<file path="config.mk">
export PLATFORM = sky130hd
export DESIGN_NAME = crack_sched
export DESIGN_NICKNAME = d
export VERILOG_FILES = /design/src/rtl/crack_sched.sv
export SDC_FILE = /design/constraint.sdc
export NUM_CORES = 1
export LEC_CHECK = 0
export ABC_AREA = 1
export BUFFER_PORTS_ARGS = -buffer_cell sky130_fd_sc_hd__buf_2
export CAP_MARGIN = 20
export CELL_PAD_IN_SITES_DETAIL_PLACEMENT = 1
export CELL_PAD_IN_SITES_GLOBAL_PLACEMENT = 1
export CORE_MARGIN = 1.5
export CORE_UTILIZATION = 40
export CTS_BUF_LIST = sky130_fd_sc_hd__clkbuf_8
export CTS_CLUSTER_SIZE = 28
export DETAILED_ROUTE_END_ITERATION = 7
export PLACE_DENSITY_LB_ADDON = 0.1
export RECOVER_POWER = 25
export SLEW_MARGIN = 20
export SYNTH_ARGS = -nofsm -noshare
export SYNTH_HDL_FRONTEND = slang
export SYNTH_SLANG_ARGS = --single-unit
export TNS_END_PERCENT = 1
</file>
<file path="constraint.sdc">
create_clock -name clk -period 4.3 [get_ports clk]
set_input_delay 0.215 -clock clk [delete_from_list [all_inputs] [get_ports clk]]
set_output_delay 0.215 -clock clk [all_outputs]
set_load 0.1 [all_outputs]
</file>
<file path="src/rtl/crack_sched.sv">
// Key-search scheduler: hands out trial keys to two crack cores, collects the
// smallest found key, and round-robin arbitrates the shared ct read port.
//
// state | meaning
// IDLE  | after reset, waiting for en
// RUN   | dispatching trial keys to free cores
// DRAIN | no more dispatch, waiting for in-flight trials to finish
// DONE  | result presented on key/key_valid, waiting for en
module crack_sched #(
  parameter logic [23:0] KEY_MAX = 24'hFFFFFF
) (
  input  logic        clk,
  input  logic        rst_n,
  input  logic        en,
  output logic        rdy,
  output logic        key_valid,
  output logic [23:0] key,
  output logic        c0_en,
  output logic        c1_en,
  output logic [23:0] c0_key,
  output logic [23:0] c1_key,
  input  logic        c0_done,
  input  logic        c1_done,
  input  logic        c0_found,
  input  logic        c1_found,
  input  logic        c0_ct_req,
  input  logic        c1_ct_req,
  input  logic [7:0]  c0_ct_addr,
  input  logic [7:0]  c1_ct_addr,
  output logic        c0_ct_gnt,
  output logic        c1_ct_gnt,
  output logic [7:0]  ct_addr
);

  typedef enum logic [1:0] {S_IDLE, S_RUN, S_DRAIN, S_DONE} state_t;

  state_t      r_state;
  logic [24:0] r_next_key;
  logic        r_busy0, r_busy1;
  logic        r_cand_vld;
  logic [23:0] r_cand;
  logic        r_key_valid;
  logic [23:0] r_key;
  logic        r_c0_en, r_c1_en;
  logic [23:0] r_c0_key, r_c1_key;
  logic        r_gnt0, r_gnt1;
  logic [7:0]  r_ct_addr;
  logic        r_prio1;

  logic [24:0] w_max, w_nk1, w_k1, w_nk_next;
  logic        w_done0, w_done1, w_found0, w_found1;
  logic        w_disp_ok, w_d0, w_d1;
  logic        w_cand_vld_n;
  logic [23:0] w_cand_n;
  logic        w_g0, w_g1;

  assign w_max    = {1'b0, KEY_MAX};
  assign w_done0  = c0_done & r_busy0;
  assign w_done1  = c1_done & r_busy1;
  assign w_found0 = w_done0 & c0_found;
  assign w_found1 = w_done1 & c1_found;

  // Dispatch uses the registered busy flags, so a core freed this cycle waits one cycle.
  assign w_nk1     = r_next_key + 25'd1;
  assign w_disp_ok = (r_state == S_RUN) && !w_found0 && !w_found1;
  assign w_d0      = w_disp_ok && !r_busy0 && (r_next_key <= w_max);
  assign w_k1      = w_d0 ? w_nk1 : r_next_key;
  assign w_d1      = w_disp_ok && !r_busy1 && (w_k1 <= w_max);
  assign w_nk_next = r_next_key + {24'd0, w_d0} + {24'd0, w_d1};

  always_comb begin
    w_cand_n     = r_cand;
    w_cand_vld_n = r_cand_vld;
    if (w_found0 && (!w_cand_vld_n || r_c0_key < w_cand_n)) begin
      w_cand_n     = r_c0_key;
      w_cand_vld_n = 1'b1;
    end
    if (w_found1 && (!w_cand_vld_n || r_c1_key < w_cand_n)) begin
      w_cand_n     = r_c1_key;
      w_cand_vld_n = 1'b1;
    end
  end

  always_ff @(posedge clk or negedge rst_n) begin
    if (!rst_n) begin
      r_state     <= S_IDLE;
      r_next_key  <= '0;
      r_busy0     <= 1'b0;
      r_busy1     <= 1'b0;
      r_cand_vld  <= 1'b0;
      r_cand      <= '0;
      r_key_valid <= 1'b0;
      r_key       <= '0;
      r_c0_en     <= 1'b0;
      r_c1_en     <= 1'b0;
      r_c0_key    <= '0;
      r_c1_key    <= '0;
    end else begin
      r_c0_en    <= 1'b0;
      r_c1_en    <= 1'b0;
      r_busy0    <= (r_busy0 & ~w_done0) | w_d0;
      r_busy1    <= (r_busy1 & ~w_done1) | w_d1;
      r_cand     <= w_cand_n;
      r_cand_vld <= w_cand_vld_n;
      case (r_state)
        S_IDLE, S_DONE: begin
          if (en) begin
            r_state     <= S_RUN;
            r_next_key  <= '0;
            r_key_valid <= 1'b0;
            r_busy0     <= 1'b0;
            r_busy1     <= 1'b0;
            r_cand_vld  <= 1'b0;
          end
        end
        S_RUN: begin
          if (w_d0) begin
            r_c0_en  <= 1'b1;
            r_c0_key <= r_next_key[23:0];
          end
          if (w_d1) begin
            r_c1_en  <= 1'b1;
            r_c1_key <= w_k1[23:0];
          end
          r_next_key <= w_nk_next;
          if (w_found0 || w_found1 || (w_nk_next > w_max))
            r_state <= S_DRAIN;
        end
        S_DRAIN: begin
          if (!r_busy0 && !r_busy1) begin
            r_state     <= S_DONE;
            r_key_valid <= r_cand_vld;
            if (r_cand_vld)
              r_key <= r_cand;
          end
        end
        default: r_state <= S_IDLE;
      endcase
    end
  end

  // ct port: on contention the core that did not win last time goes first.
  assign w_g0 = c0_ct_req && (!c1_ct_req || !r_prio1);
  assign w_g1 = c1_ct_req && !w_g0;

  always_ff @(posedge clk or negedge rst_n) begin
    if (!rst_n) begin
      r_gnt0    <= 1'b0;
      r_gnt1    <= 1'b0;
      r_ct_addr <= '0;
      r_prio1   <= 1'b0;
    end else begin
      r_gnt0    <= w_g0;
      r_gnt1    <= w_g1;
      r_ct_addr <= w_g0 ? c0_ct_addr : (w_g1 ? c1_ct_addr : 8'd0);
      if (w_g0)
        r_prio1 <= 1'b1;
      else if (w_g1)
        r_prio1 <= 1'b0;
    end
  end

  assign rdy       = (r_state == S_IDLE) || (r_state == S_DONE);
  assign key_valid = r_key_valid;
  assign key       = r_key;
  assign c0_en     = r_c0_en;
  assign c1_en     = r_c1_en;
  assign c0_key    = r_c0_key;
  assign c1_key    = r_c1_key;
  assign c0_ct_gnt = r_gnt0;
  assign c1_ct_gnt = r_gnt1;
  assign ct_addr   = r_ct_addr;

endmodule

</file>
==> impl_metrics.toml, run 1 <==
[yosys]
syn-cell-area_sq_um = 7606
synth_nets = 1013
synth_xor_area_share_pct = 4.030
synth-adder-area-share_pct = 8.653
async_reset_ff_share_pct = 100.0
synth_area_leaders = "dfrtp_1, nand2_1, ha_1"
synth_cell_type_count = 40
ys_ff_latch = 140
yosysMostFrequentCell = "nand2_1"
syn_avg_cell_area_sq_um = 8.126
synthMuxAreaShare_pct = 0
yosys_most_used_dff = "dfrtp_1"
netlist_instances = 936
synth_top_area_share_pct = 46.06
synth-compound-area-share_pct = 12.07
synth_top_family_by_area = "simple AND/OR/NAND/NOR gates"
yosysTopAreaCell = "dfrtp_1"
ys_seq_area_share_pct = 46.06
yosys_warnings = 0
synthTopCellsByCount = "nand2_1, dfrtp_1, inv_1, o21ai_0, nor2_1"
synth_edf_count = 0
synth_simple_gate_area_share_pct = 21.52

[sta]
min_period_ns = 3.938
timing.fmax_mhz = 254.0
finalSetupViolations = 0
relSlewSlack_pct = -31.03
fin_crit_sh_pct = 91.57
worst_slack_ns = 0.3625
whs_ns = 0.02372
setup-tns-final_ns = 0
tightest_slew_ns = 1.966
fin_skew_ns = 0.01506
hold_viol_final = 0
drv_slew = 145

[worst_setup_path]
endpoint = "r_cand[6]"
path_max_fanout = 32
cp_data_arrival_time_ns = 4.29
crit_start = "c0_key[23]"
crit_chain = "ha_1 -> nand2_1 -> nor2_1 -> and2_1 -> nand2_1 -> nor2_1 -> nand2_1 -> nand2_1 -> nand2_1 -> nand2_1 -> buf_4 -> o21ai_0 -> ha_1 -> nand4_1 -> nor3_2 -> and3_1 -> nand2_1 -> nand2_1 -> nand2_4 -> buf_4 -> nand3_1 -> nand2_1"
worstPathRequired_ns = 4.65
cp_slowest_cell = "dfrtp_1"
timing.rr.end = "r_cand[6]"
crit_path_start_kind = "flip-flop"
ff2ff_setup_slack_ns = 0.36
reg2regPathDepth = 22
endpoint_kind = "flip-flop"
r2r_start = "c0_key[23]"
cp_common_cell = "nand2_1"
critPathMaxStageDelay_ns = 0.43
criticalPathCategory = "flip-flop to flip-flop"

[detailed_routing]
wl_per_cell_um = 17.09
routed_via_density = 5.057
drcViolationCount = 0
num_vias = 6619
drt_wl_total_um = 22370
first_pass_iters = 4
drt_iter0_markers = 339
ant_nets = 0

[global_route]
grt_util_met1_pct = 33.83
grtUsageMet2_pct = 37.80
grt_util_met3_pct = 3.193
overflow = 0
grt_pass1_vias = 6757
antenna_found_initial = 0
top_usage_layer = "met2"
grt_max_degree = 72
grt_util_all_layers_pct = 23.73
grt_pass1_wl_um = 36470

[floorplan]
fp.coreArea_sq_um = 18710
dieArea_sq_um = 19850
num_io_pins = 111
start_util_pct = 40.66
std_cell_rows = 50
die_y_um = 140.9
die_x_um = 140.9

[clock_network]
post_cts_buffers = 0
cts_buffers = 17
cts_buffer_depth = 2
cts_tree = "yes"
cts_max_level = 4
cts.sinks = 140
clk_pin_slew_worst_paths_ns = 0.10
cts_root_buf = "clkbuf_8"
insertion_delay_ns = 0.47

[hold_path]
holdCritPathClass = "input pin to flip-flop"

[placement]
place_inst = 1259
place_ws_ns = 0.08936
place_congestion = 0.8600
portBuffers = 110
place_hpwl_um = 16930

[layout]
layout-drive-gt1-share_pct = 15.26
layout.nets = 1139
syn2layout_area_growth_pct = 17.86
fin_cells = 1309
n_antenna_cell = 0

[power]
p_leak_nw = 4.763
cellPowerDensity_nw_per_um2 = 657.0
irDropWorstVdd_mv = 0.5729
finalPower_mw = 5.890

[outcome]
status = "finished with violations"
violations = "max-capacitance violations, max-slew violations"

[run]
max-cap-violations = 3
-- state kept, by name, indices dropped and copies added (netlist names), 2 cells and up --
| signal | flops |
|---|---|
| c0_key | 24 |
| ct_addr | 8 |
| c1_key | 24 |
| r_cand | 24 |
| key | 24 |
| r_state | 2 |
| r_next_key | 25 |
-- layout make-up --
type | count | area, sq um
sequential | 140 | 3503
fill | 2321 | 9741
timing repair buffer | 137 | 790.8
multi-input combinational | 643 | 3548
clock buffer | 17 | 234.0
inverter | 123 | 461.7
clock inverter | 15 | 133.9
tap | 234 | 292.8
-- per-stage QoR --
stage,utilization (%),cell area [sq um]
floorplan,-,7606
global placement,44.94,8407
detailed placement,44.94,8407
CTS,47.87,8955
global route,47.93,8965
finish,47.93,8965
-- cells by family after synthesis --
kind of cell,count (synthesis)
buffers and inverters,153
DFF,140
xor gates and xnor gates,35
and+or+nand+nor,390
AOI/OAI and AO/OA,166
adders and majority gates,52
-- power by group --
group / internal, mW / total [mW] / switching (mW)
registers: 1.62 / 1.79 / 0.169
logic: 0.627 / 3.09 / 2.46
clock network: 0.420 / 1.02 / 0.597
-- worst min-delay path by stage --
| stage | startpoint | endpoint | slack [ns] | cells after the start |
|---|---|---|---|---|
| finish | c1_ct_req | r_prio1 | 0.02 | 4 |
| global route | c1_ct_req | r_prio1 | 0.06 | 4 |
| CTS | c1_ct_req | r_prio1 | 0.0008 | 4 |
| detailed placement | rst_n | key_valid | 0.29 | 1 |
| global placement | rst_n | key_valid | 0.28 | 1 |
| floorplan | rst_n | c0_ct_gnt | -0.08 | 0 |
-- layer usage --
metal | vias to the layer above | routed length (um)
met5 | - | 0
met4 | 0 | 298
met3 | 23 | 585
met2 | 103 | 10310
met1 | 3196 | 11180
li1 | 3297 | -
-- layout by cell type (no fill, tap or decap), types with 2 or more instances in the layout --
master,netlist,layout
and2_1,2,2
clkbuf_8,0,17
xor2_1,34,34
ha_1,51,51
inv_2,2,2
nor2_1,58,58
inv_1,118,118
dlygate4sd3_1,0,18
nor4_4,2,2
nor3_2,1,2
a21o_1,3,3
nand4_1,6,6
dfrtp_1,140,140
o21ai_1,3,3
buf_2,7,109
o21ai_0,100,100
nor3_1,16,15
buf_4,0,7
inv_6,0,4
clkinv_1,3,3
inv_8,0,3
clkinv_4,0,6
a21oi_1,20,20
nand3_1,40,39
clkbuf_1,22,2
a22o_1,8,8
nand2_4,1,2
a31oi_1,3,3
nand2_1,254,254
o22ai_1,23,23
nor2_2,2,2
-- what timing repair did --
action                                  CTS  global route
endpoints found under the hold margin    78             0
gates resized for setup                   0             4
endpoints found under the setup margin    0            24
hold buffers                             18             0
-- critical path, delay by kind of cell, from the launching register on --
kind                     cells  cell delay [ns]
AO/OA/AOI/OAI                1             0.22
adder cells (fa/ha/maj)      2             0.68
buffers and inverters        2             0.53
flip-flops                   1             0.43
AND/OR/NAND/NOR             17             1.93
Power figures use the tool's default switching activity.
==> inputs of run 2 (changes only) <==
==> constraint.sdc (replaced) <==
create_clock -name clk -period 4.8 [get_ports clk]
set_input_delay 0.24 -clock clk [delete_from_list [all_inputs] [get_ports clk]]
set_output_delay 0.24 -clock clk [all_outputs]
set_load 0.1 [all_outputs]
==> impl_metrics.toml, run 2 (synthesis gave the netlist of run 1 again) <==
[outcome]
status = "finished with violations"
violations = "max-capacitance violations, max-slew violations"

[detailed_routing]
drt_wl_total_um = 22290
drcViolationCount = 0
routed_via_density = 5.085
drt_iter0_markers = 359
wl_per_cell_um = 17.07
ant_nets = 0
num_vias = 6641
first_pass_iters = 5

[layout]
n_antenna_cell = 0
most-common-layout-cells = "nand2_1, dfrtp_1, inv_1, buf_2, o21ai_0"
post-route-util_pct = 47.77
fin_cells = 1306
layout_commonest_cell = "nand2_1"
layout-drive-gt1-share_pct = 15.11
top_register = "r_next_key"
layout.nets = 1136
largest_reg_flops = 25
syn2layout_area_growth_pct = 17.49
regArea_sq_um = 3503
multi_input_area_sq_um = 3530
fillers = 2317

[placement]
place_inst = 1256
place_congestion = 0.8444
place_hpwl_um = 16610
portBuffers = 110

[worst_setup_path]
cp_data_arrival_time_ns = 4.63
cp_common_cell = "nand2_1"
crit_chain = "ha_1 -> nand2_1 -> nor2_1 -> and2_1 -> nand2_1 -> nor2_1 -> nand2_1 -> nand2_1 -> nand2_1 -> nand2_1 -> buf_4 -> o21ai_0 -> ha_1 -> nand4_1 -> nor3_1 -> and3_1 -> nand2_1 -> nand2_1 -> nand2_2 -> nand2_4 -> nand2_1 -> nand2_1"
criticalPathCategory = "flip-flop to flip-flop"
timing.rr.end = "r_cand[17]"
cp_slowest_cell = "dfrtp_1"
critPathMaxStageDelay_ns = 0.48
r2r_start = "c0_key[18]"
reg2regPathDepth = 22
ff2ff_setup_slack_ns = 0.57
endpoint_kind = "flip-flop"
crit_path_start_kind = "flip-flop"
path_max_fanout = 29
worstPathRequired_ns = 5.20

[power]
cellPowerDensity_nw_per_um2 = 590.7
power_frac_seq_pct = 30.3
switchingPower_mw = 2.859
irDropWorstVdd_mv = 0.4134
swShare_pct = 54.17
p_leak_nw = 4.730
p_comb_share_pct = 52.1
intPower_mw = 2.419
clock_power_share_pct = 17.6

[sta]
drv_slew = 101
relSlewSlack_pct = -75.43
rsz0062_at_grt = "no"
tightest_slew_ns = 2.632
min_period_ns = 4.232
finalSetupViolations = 0
fin_skew_ns = 0.01778
whs_ns = 0.05703
hold_viol_final = 0
fin_crit_sh_pct = 88.16
timing.fmax_mhz = 236.3
setup-tns-final_ns = 0

[clock_network]
cts_buffers = 17
post_cts_buffers = 0
cts_max_level = 4
insertion_delay_ns = 0.47
cts.sinks = 140
clk_pin_slew_worst_paths_ns = 0.09
cts_tree = "yes"
cts_root_buf = "clkbuf_8"
cts_buffer_depth = 2

[global_route]
antenna_found_initial = 0
grt_max_degree = 101
grt_util_all_layers_pct = 23.63
grt_pass1_vias = 6733
grt_pass1_wl_um = 36380
overflow = 0

[floorplan]
dieArea_sq_um = 19850
num_io_pins = 111
fp.coreArea_sq_um = 18710
start_util_pct = 40.66
std_cell_rows = 50
die_x_um = 140.9
die_y_um = 140.9

[hold_path]
hold_depth = 4
min_to = "r_prio1"
hp-start = "c1_ct_req"
holdCritPathClass = "input pin to flip-flop"

[run]
max-cap-violations = 1
run 2: routing by layer:
| layer | global-route usage, % | up-vias | routed length (um) |
|---|---|---|---|
| li1 | - | 3289 | - |
| met1 | 33.80 | 3203 | 11230 |
| met2 | 37.28 | 118 | 10060 |
| met3 | 3.397 | 31 | 620 |
| met4 | 6.963 | 0 | 380 |
| met5 | 0 | - | 0 |
run 2: per-stage QoR:
stage                     power [mW]  worst slack (ns)  area (sq um)
after detailed placement       4.375            0.3958          8384
after global routing           5.658           0.09239          8936
after CTS                      5.333            0.3608          8937
after floorplan                3.787            0.8809          7606
final                          5.278            0.5683          8936
after global placement         4.327            0.4981          8384
run 2: repair_timing:
action                                  4_1_cts  5_1_grt
hold buffers                                 18        0
gates resized for setup                       0        1
endpoints found under the setup margin        0       24
hold endpoints to repair                    108        0
run 2: final cells by class:
type	count	area share [%]
Clock buffer	17	2.618
Clock inverter	15	1.554
Inverter	123	5.167
Multi-Input combinational cell	643	39.50
Sequential cell	140	39.20
Tap cell	234	3.276
Timing Repair Buffer	134	8.681
run 2: worst max-delay path, delay by kind of cell, from the launching register on:
kind / cells / cell delay [ns]
AOI/OAI and AO/OA: 1 / 0.20
adders and majority gates: 2 / 0.68
buffers and inverters: 1 / 0.28
DFF: 1 / 0.48
and+or+nand+nor: 18 / 2.50
run 2: worst max path at each step:
| stage | start | end | slack [ns] | cells past startpoint |
|---|---|---|---|---|
| after global placement | c0_key[18] | r_cand[23] | 0.50 | 22 |
| after detailed placement | c0_key[18] | r_cand[17] | 0.40 | 22 |
| after global routing | c0_key[23] | r_cand[21] | 0.09 | 22 |
| final | c0_key[18] | r_cand[17] | 0.57 | 22 |
| after floorplan | c0_key[23] | r_cand[12] | 0.88 | 25 |
| after CTS | c0_key[18] | r_cand[17] | 0.36 | 22 |
run 2: power groups by stage:
stage | registers (mW) | clock network [mW] | logic, mW
2_1_floorplan | 2.65 | 0 | 1.13
3_3_place_gp | 1.62 | 0 | 2.71
4_1_cts | 1.60 | 0.953 | 2.78
3_5_place_dp | 1.62 | 0 | 2.75
6_report | 1.60 | 0.929 | 2.75
5_1_grt | 1.63 | 1.00 | 3.02
==> inputs of run 3 (changes only) <==
--- a/config.mk
+++ b/config.mk
@@ -8,17 +8,14 @@
 export ABC_AREA = 1
 export BUFFER_PORTS_ARGS = -buffer_cell sky130_fd_sc_hd__buf_2
 export CAP_MARGIN = 20
-export CELL_PAD_IN_SITES_DETAIL_PLACEMENT = 1
-export CELL_PAD_IN_SITES_GLOBAL_PLACEMENT = 1
 export CORE_MARGIN = 1.5
 export CORE_UTILIZATION = 40
 export CTS_BUF_LIST = sky130_fd_sc_hd__clkbuf_8
 export CTS_CLUSTER_SIZE = 28
 export DETAILED_ROUTE_END_ITERATION = 7
-export PLACE_DENSITY_LB_ADDON = 0.1
 export RECOVER_POWER = 25
 export SLEW_MARGIN = 20
 export SYNTH_ARGS = -nofsm -noshare
 export SYNTH_HDL_FRONTEND = slang
 export SYNTH_SLANG_ARGS = --single-unit
-export TNS_END_PERCENT = 1
+export TNS_END_PERCENT = 20
==> impl_metrics.toml, run 3 (synthesis gave the netlist of run 1 again) <==
[clock_network]
cts_buffer_depth = 2
cts.sinks = 140
insertion_delay_ns = 0.46
cts_max_level = 4
post_cts_buffers = 0
cts_tree = "yes"
cts_root_buf = "clkbuf_8"
cts_buffers = 17
clk_pin_slew_worst_paths_ns = 0.08
cts_resized = 0

[worst_setup_path]
cp_top_family = "simple AND/OR/NAND/NOR gates"
critPathMaxStageDelay_ns = 0.47
criticalPathCategory = "flip-flop to flip-flop"
path_max_fanout = 26
cp_common_cell = "nand2_1"
timing.rr.end = "r_cand[20]"
reg2regPathDepth = 22
cp_data_arrival_time_ns = 4.26
crit_chain = "ha_1 -> nand2_1 -> nor2_1 -> and2_1 -> nand2_1 -> nor2_1 -> nand2_1 -> nand2_1 -> nand2_1 -> nand2_1 -> buf_4 -> o21ai_0 -> ha_1 -> nand4_1 -> nor3_1 -> and3_1 -> nand2_1 -> nand2_1 -> nand2_2 -> nand2_2 -> nand2_1 -> nand2_1"
worstPathRequired_ns = 5.20
cp_num_buf_inv = 1
cp_slowest_cell = "dfrtp_1"
endpoint_kind = "flip-flop"
crit_path_start_kind = "flip-flop"
r2r_start = "c0_key[23]"
ff2ff_setup_slack_ns = 0.94

[placement]
place_inst = 1257
place_hpwl_um = 14580
place_congestion = 0.8987
place_ws_ns = 0.8839
portBuffers = 110

[detailed_routing]
first_pass_iters = 5
drt_wl_total_um = 19770
drt_iter0_markers = 471
num_vias = 6451
routed_via_density = 4.947
ant_nets = 0
drcViolationCount = 0
wl_per_cell_um = 15.16

[power]
p_comb_share_pct = 50.6
cellPowerDensity_nw_per_um2 = 590.1
clock_power_share_pct = 19.1
power_frac_seq_pct = 30.2
p_leak_nw = 4.759
intPower_mw = 2.550
switchingPower_mw = 2.740
swShare_pct = 51.79
irDropWorstVdd_mv = 0.2661

[layout]
layout.nets = 1135
most-common-layout-cells = "nand2_1, dfrtp_1, inv_1, buf_2, o21ai_0"
fillers = 1866
largest_reg_flops = 25
fin_cells = 1304
layout-drive-gt1-share_pct = 15.14
n_antenna_cell = 0
top_register = "r_next_key"
layout_commonest_cell = "nand2_1"
syn2layout_area_growth_pct = 17.85

[floorplan]
die_y_um = 140.9
dieArea_sq_um = 19850
start_util_pct = 40.66
std_cell_rows = 50
die_x_um = 140.9
fp.coreArea_sq_um = 18710
num_io_pins = 111

[sta]
min_period_ns = 3.860
setup-tns-final_ns = 0
rsz0062_at_grt = "no"
finalSetupViolations = 0
drv_slew = 94
fin_skew_ns = 0.01124
worst_slack_ns = 0.9402
relSlewSlack_pct = -60.16
timing.fmax_mhz = 259.1
tightest_slew_ns = 2.402
hold_viol_final = 0
fin_crit_sh_pct = 80.41

[outcome]
violations = "max-capacitance violations, max-slew violations"
status = "finished with violations"

[global_route]
grt_pass1_vias = 6011
grt_max_degree = 94
overflow = 0
grt_pass1_wl_um = 32000
grt_util_all_layers_pct = 20.77
antenna_found_initial = 0

[hold_path]
hold_depth = 2
min_to = "ct_addr[1]"
hp-start = "c1_ct_addr[1]"
holdCritPathClass = "input pin to flip-flop"

[run]
max-cap-violations = 1
## run 3: timing repair
item	in CTS	in global routing
endpoints found under the hold margin	99	1
hold buffers	14	2
endpoints found under the setup margin	0	0
## run 3: layout make-up
cell class              instances  area [sq um]  share of cell area (%)
clock buffers                  20         275.3                   3.071
well taps                     234         292.8                   3.266
flip-flops and latches        140          3503                   39.08
inverters                     123         461.7                   5.151
clock inverters                11         142.6                   1.591
multi-input cells             643          3525                   39.32
repair buffers                133         763.2                   8.515
## run 3: power by group through the flow
stage,registers (mW),logic [mW],clock network [mW]
after floorplan,2.65,1.13,0
after global placement,1.62,2.66,0
after detailed placement,1.62,2.67,0
after CTS,1.60,2.70,1.04
after global routing,1.63,2.95,1.10
final,1.60,2.68,1.01
## run 3: through the flow
| step | power [mW] | hold slack [ns] | util (%) | area [sq um] |
|---|---|---|---|---|
| CTS | 5.336 | 0.002157 | 47.85 | 8950 |
| global route | 5.678 | 0.0009063 | 47.92 | 8964 |
| global placement | 4.276 | 0.3840 | 44.86 | 8392 |
| finish | 5.290 | 0.02398 | 47.92 | 8964 |
| detailed placement | 4.296 | 0.3843 | 44.86 | 8392 |
| floorplan | 3.787 | -0.05559 | - | 7606 |
## run 3: worst reg2reg max path: stages (launching register included)
cell and delay, ns:
dfrtp_1 0.47, ha_1 0.34, nand2_1 0.07, nor2_1 0.13
and2_1 0.17, nand2_1 0.08, nor2_1 0.09, nand2_1 0.06
nand2_1 0.10, nand2_1 0.08, nand2_1 0.09, buf_4 0.27
o21ai_0 0.18, ha_1 0.34, nand4_1 0.11, nor3_1 0.26
and3_1 0.21, nand2_1 0.05, nand2_1 0.07, nand2_2 0.06
nand2_2 0.39, nand2_1 0.10, nand2_1 0.09
## run 3: worst max path at each step
stage / cells after the start / startpoint / end
2_1_floorplan: 25 / c0_key[23] / r_cand[12]
3_3_place_gp: 22 / c0_key[23] / r_cand[20]
3_5_place_dp: 22 / c0_key[23] / r_cand[21]
4_1_cts: 22 / c0_key[23] / r_cand[21]
5_1_grt: 22 / c0_key[23] / r_cand[23]
6_report: 22 / c0_key[23] / r_cand[20]
## run 3: layer usage
layer	routed length, um	vias up	GRT usage [%]
met1	9643	2985	29.54
li1	-	3287	-
met4	401	0	7.675
met3	735	31	3.770
met5	0	-	0
met2	8987	148	31.68
